<file path="config.mk">
export PLATFORM = sky130hd
export DESIGN_NAME = rv32_bus_responder
export DESIGN_NICKNAME = d
export VERILOG_FILES = /design/src/rtl/rv32_bus_pkg.sv /design/src/rtl/rv32_bus_responder.sv
export SDC_FILE = /design/constraint.sdc
export NUM_CORES = 1
export LEC_CHECK = 0
export BUFFER_PORTS_ARGS = -buffer_cell sky130_fd_sc_hd__buf_2
export CORE_AREA = 5 5 103 105
export CTS_CLUSTER_DIAMETER = 100
export DETAILED_ROUTE_END_ITERATION = 12
export DIE_AREA = 0 0 108 110
export PLACE_DENSITY = 0.77
export SYNTH_ARGS = -nofsm -noshare
export SYNTH_HDL_FRONTEND = slang
export SYNTH_SLANG_ARGS = --single-unit
export TNS_END_PERCENT = 5
</file>
<file path="constraint.sdc">
create_clock -name clk -period 1.9 [get_ports clk]
set_input_delay 0.475 -clock clk [delete_from_list [all_inputs] [get_ports clk]]
set_output_delay 0.475 -clock clk [all_outputs]
set_load 0.01 [all_outputs]
</file>
<file path="src/rtl/rv32_bus_pkg.sv">
// rv32_bus_pkg
// Shared types and default widths for the rv32 bus responder.
//   bus_state_e : responder FSM state, doubling as the current grant
//                 (IDLE = nothing granted, INSTR = fetch port, DATA = data port)
//   port_sel_e  : which port was granted most recently (round-robin memory)
//   DEF_*_WIDTH : default address/data widths
package rv32_bus_pkg;

  localparam int DEF_ADDR_WIDTH = 32;
  localparam int DEF_DATA_WIDTH = 32;

  typedef enum logic [1:0] {
    ST_IDLE  = 2'd0,
    ST_INSTR = 2'd1,
    ST_DATA  = 2'd2
  } bus_state_e;

  typedef enum logic {
    PORT_INSTR = 1'b0,
    PORT_DATA  = 1'b1
  } port_sel_e;

endpackage

</file>
<file path="src/rtl/rv32_bus_responder.sv">
// rv32_bus_responder
// Arbitrates the core's fetch port and data port onto one single-port
// downstream memory bus and returns one-cycle ready pulses to the core.
// Ports:
//   clk, reset                 clock, synchronous active-high reset
//   instr_*                    fetch port: address/read in, value/ready out
//   data_*                     data port: address/read/write/mask/value in,
//                              value/ready out
//   mem_*                      downstream bus: address/strobes/mask/value out,
//                              read value/ready in
module rv32_bus_responder
  import rv32_bus_pkg::*;
#(
  parameter int ADDR_WIDTH = DEF_ADDR_WIDTH,
  parameter int DATA_WIDTH = DEF_DATA_WIDTH
) (
  input  logic                      clk,
  input  logic                      reset,
  input  logic [ADDR_WIDTH-1:0]     instr_address_in,
  input  logic                      instr_read_in,
  output logic [DATA_WIDTH-1:0]     instr_read_value_out,
  output logic                      instr_ready_out,
  input  logic [ADDR_WIDTH-1:0]     data_address_in,
  input  logic                      data_read_in,
  input  logic                      data_write_in,
  input  logic [DATA_WIDTH/8-1:0]   data_write_mask_in,
  input  logic [DATA_WIDTH-1:0]     data_write_value_in,
  output logic [DATA_WIDTH-1:0]     data_read_value_out,
  output logic                      data_ready_out,
  output logic [ADDR_WIDTH-1:0]     mem_address_out,
  output logic                      mem_read_out,
  output logic                      mem_write_out,
  output logic [DATA_WIDTH/8-1:0]   mem_write_mask_out,
  output logic [DATA_WIDTH-1:0]     mem_write_value_out,
  input  logic [DATA_WIDTH-1:0]     mem_read_value_in,
  input  logic                      mem_ready_in
);

  bus_state_e                r_state;
  bus_state_e                w_state_next;
  port_sel_e                 r_last_grant;
  logic [ADDR_WIDTH-1:0]     r_addr;
  logic [DATA_WIDTH/8-1:0]   r_mask;
  logic [DATA_WIDTH-1:0]     r_value;
  logic                      r_is_write;

  logic w_fetch_req;
  logic w_data_req;
  logic w_grant_instr;
  logic w_grant_data;

  assign w_fetch_req = instr_read_in;
  assign w_data_req  = data_read_in | data_write_in;

  // Next state, grant decision and bus outputs.
  always_comb begin
    w_state_next         = r_state;
    w_grant_instr        = 1'b0;
    w_grant_data         = 1'b0;
    mem_read_out         = 1'b0;
    mem_write_out        = 1'b0;
    instr_ready_out      = 1'b0;
    data_ready_out       = 1'b0;
    // Read data is only meaningful alongside its ready pulse, so both
    // ports simply see the downstream read bus.
    instr_read_value_out = mem_read_value_in;
    data_read_value_out  = mem_read_value_in;

    case (r_state)
      ST_IDLE: begin
        // Data wins when it is alone, or when both request and the fetch
        // port had the previous grant.
        if (w_data_req && (!w_fetch_req || r_last_grant == PORT_INSTR)) begin
          w_grant_data = 1'b1;
          w_state_next = ST_DATA;
        end else if (w_fetch_req) begin
          w_grant_instr = 1'b1;
          w_state_next  = ST_INSTR;
        end
      end
      ST_INSTR: begin
        mem_read_out    = 1'b1;
        instr_ready_out = mem_ready_in;
        if (mem_ready_in) begin
          w_state_next = ST_IDLE;
        end
      end
      ST_DATA: begin
        mem_read_out   = ~r_is_write;
        mem_write_out  = r_is_write;
        data_ready_out = mem_ready_in;
        if (mem_ready_in) begin
          w_state_next = ST_IDLE;
        end
      end
      default: begin
        w_state_next = ST_IDLE;
      end
    endcase
  end

  // Mask and value registers are cleared on a fetch grant so the INSTR
  // state drives a zero byte-enable without extra output muxing.
  always_ff @(posedge clk) begin
    if (reset) begin
      r_state      <= ST_IDLE;
      r_last_grant <= PORT_INSTR;
      r_addr       <= '0;
      r_mask       <= '0;
      r_value      <= '0;
      r_is_write   <= 1'b0;
    end else begin
      r_state <= w_state_next;
      if (w_grant_data) begin
        r_last_grant <= PORT_DATA;
        r_addr       <= data_address_in;
        r_mask       <= data_write_mask_in;
        r_value      <= data_write_value_in;
        r_is_write   <= data_write_in;   // write wins over an illegal read+write
      end else if (w_grant_instr) begin
        r_last_grant <= PORT_INSTR;
        r_addr       <= instr_address_in;
        r_mask       <= '0;
        r_value      <= '0;
        r_is_write   <= 1'b0;
      end
    end
  end

  assign mem_address_out     = r_addr;
  assign mem_write_mask_out  = r_mask;
  assign mem_write_value_out = r_value;

endmodule

</file>
==> out/qor.csv <==
stage;metric;value;unit
clock_network;cts_buffer_depth;2;
global_routing;grt_max_degree;38;
synthesis;syn_area_per_cell;9.99;um2
clock_network;clkLatencyLatePin;340;ps
clock_network;holdBufCountCts;0;
pwr;clkPwrFrac;27.3;%
global_routing;grt-ovfl-total;0;
hold_path;holdPathStages;2;
placed_design;hpwl;7110;um
worst_setup_path;rr_worst_depth;6;
pwr;power.switching;1.41;mW
outcome;violations;negative setup slack;
timing;fin_crit_sh;101;%
route;drtAntennaViolNets;0;
route;drt_iter0_markers;218;
timing;setup_slack;-18.9;ps
pwr;p_per_area;1030;nW/um2
floorplanning;start_util;34.0;%
clock_network;htreeDepth;3;
pwr;leakage;2.02;nW
pwr;combinationalPowerShare;28.8;%
route;wl_per_cell;17.0;um
timing;hold_viol;0;
clock_network;cts-root-buf;clkbuf_8;
timing;period_needed;1920;ps
global_routing;antenna_found_initial;1;
route;drtPass1Iterations;4;
pwr;swShare;33.5;%
placed_design;placed_area;3850;um2
synthesis;synthTopCellsByArea;dfxtp_1, buf_4, a22o_1;
hold_path;min_path_type;input pin to flop;
global_routing;grt_pass1_wl;14600;um
synthesis;yosysTopAreaCellShare;44.4;%
clock_network;numCtsBuffers;9;
timing;hold_ws;339;ps
worst_setup_path;cp-end-kind;primary output;
global_routing;grt.total_usage;15.9;%
final_layout;area_growth_syn_to_layout;25.8;%
clock_network;cts_tree;done;
pwr;peakVddDrop;0.445;mV
clock_network;path_clk_slew;90;ps
route;via_count;2877;
pwr;pwr-share-seq;43.9;%
route;via_per_inst;4.92;
worst_setup_path;worstSetupPathType;flop to primary output;
synthesis;ys_ff_latch;72;
pwr;p_int;2.80;mW
timing;rsz0062_at_grt;true;
timing;clock.fmax;521;MHz
synthesis;synthDistinctLibCells;28;
timing;final-setup-viol-count;1;
synthesis;synthCells;325;
placed_design;gp_congestion;0.729;
floorplanning;pin_count;274;
floorplanning;die_y;110;um
worst_setup_path;critPathLaunchType;flop;
synthesis;syn_area;3250;um2
final_layout;nets;588;
placed_design;port-buffer-count;177;
worst_setup_path;cp.arrival;1440;ps
pwr;power.total;4.20;mW
timing;fin_skew;11.6;ps
placed_design;post-place-ws;-329;ps
timing;maxSlewViolCount;0;
global_routing;grt_pass1_vias;2848;
floorplanning;die_w;108;um
synthesis;seq_area_frac_synth;44.4;%
job;drv_cap;0;
clock_network;numClockSinks;72;
route;drc_errors;0;
timing;relSlewSlack;60.7;%
final_layout;antenna_cells;0;
floorplanning;rows;36;
floorplanning;coreArea;9550;um2
synthesis;synth_top_cell_by_area;dfxtp_1;
final_layout;fillers;961;
final_layout;stdcell_area;4090;um2
floorplanning;dieArea;11900;um2
final_layout;drive_gt1_share;48.9;%
synthesis;ys_warn_count;0;
synthesis;syn_nets;466;
timing;worstMarginPinSlew;588;ps
worst_setup_path;path_max_fanout;3;
route;drt-total-wl;9970;um
outcome;status;finished, violations left;
worst_setup_path;cp.required;1420;ps
## power groups by stage
| stage | sequential, mW | clock, mW | combinational, mW |
|---|---|---|---|
| final | 1.85 | 1.15 | 1.21 |
| after global routing | 1.87 | 1.27 | 1.32 |
| after CTS | 1.85 | 1.20 | 1.21 |
| after detailed placement | 1.88 | 0 | 1.18 |
| after global placement | 1.87 | 0 | 1.14 |
| after floorplan | 1.97 | 0 | 0.711 |
## layout make-up
cell class / instances / area [um2] / share of cell area (%)
flip-flops and latches: 72 / 1440 / 35.3
multi-input cells: 132 / 1090 / 26.7
repair buffers: 198 / 1070 / 26.2
well taps: 133 / 166 / 4.07
inverters: 34 / 128 / 3.12
clock buffers: 9 / 124 / 3.03
clock inverters: 7 / 62.6 / 1.53
## logic make-up after synthesis
kind of cell,Yosys count,share of synthesized area (%)
buf+inv,122,22.8
fa+ha+maj,3,1.16
simple gates,15,3.16
flops,72,44.4
compound gates,113,28.5
## Yosys cell counts
library cell  instances
buf_4                64
nor2_4                1
o31a_1                1
dfxtp_1              72
nor2b_1               2
nor4b_1               1
buf_1                 4
a32oi_1               1
o32ai_1              32
a21oi_1               2
ha_1                  3
o21a_1                3
nand2b_1              1
nand3_1               1
nand2_1               1
buf_6                 4
a22o_1               36
o21ai_0               3
inv_1                34
buf_2                10
nor3_4                1
a211oi_1             33
o211ai_1              1
nor2_1                2
and2_1                4
a21bo_1               1
nor2_2                1
clkbuf_1              6
## final timing paths
check                               start                      end  slack (ps)
setup / recovery               r_state[0]             mem_read_out         -20
hold reg to reg     mem_write_mask_out[0]    mem_write_mask_out[0]         470
setup reg to reg               r_state[1]      mem_address_out[29]         140
hold / removal    data_write_value_in[14]  mem_write_value_out[14]         340
## state kept, by name, indices dropped and copies added, names as in the netlist
| name | flops |
|---|---|
| r_state | 2 |
| r_is_write | 1 |
| r_last_grant | 1 |
| mem_write_value_out | 32 |
| mem_write_mask_out | 4 |
| mem_address_out | 32 |
## critical path, stage by stage, from the launching register on
cell     delay, ps
dfxtp_2        340
inv_2           40
buf_4          120
ha_2           180
nor2b_1        120
o21a_1         180
buf_2          140
## metrics by stage
step                      setup TNS [ps]  instances  utilization (%)
final                              -18.9        585             42.8
after global routing               -96.5        585             42.8
after CTS                           -791        583             42.4
after detailed placement           -7660        566             40.3
after global placement             -4290        566             40.3
after floorplan                        0        325                -
## routing by layer
layer | vias up | global-route usage, % | share of wire, %
met4 | 2 | 7.03 | 2.8
li1 | 1369 | - | -
met3 | 37 | 6.12 | 10
met1 | 1304 | 18.2 | 39
met5 | - | 0 | 0.19
met2 | 165 | 26.6 | 47
## repair_timing
item	4_1_cts	5_1_grt
buffers inserted	0	2
pin swaps	1	1
endpoints found under the setup margin	37	48
resized for setup	2	3
cloned	1	0
## placed cells by master, fill, tap and decap left out, drive strengths merged
cell type and n:
a32oi 1, nand3 1, o31a 1, ha 3, nor2 4, o21a 3
clkinvlp 3, and2 4, nor3 2, nor2b 2, o211ai 1, clkbuf 9
a211oi 33, a21oi 2, o32ai 32, buf 198, dfxtp 72, nor4b 1
nand2 1, a22o 36, nand2b 1, a21bo 1, o21ai 3, inv 38
(Power assumes the default switching activity.)
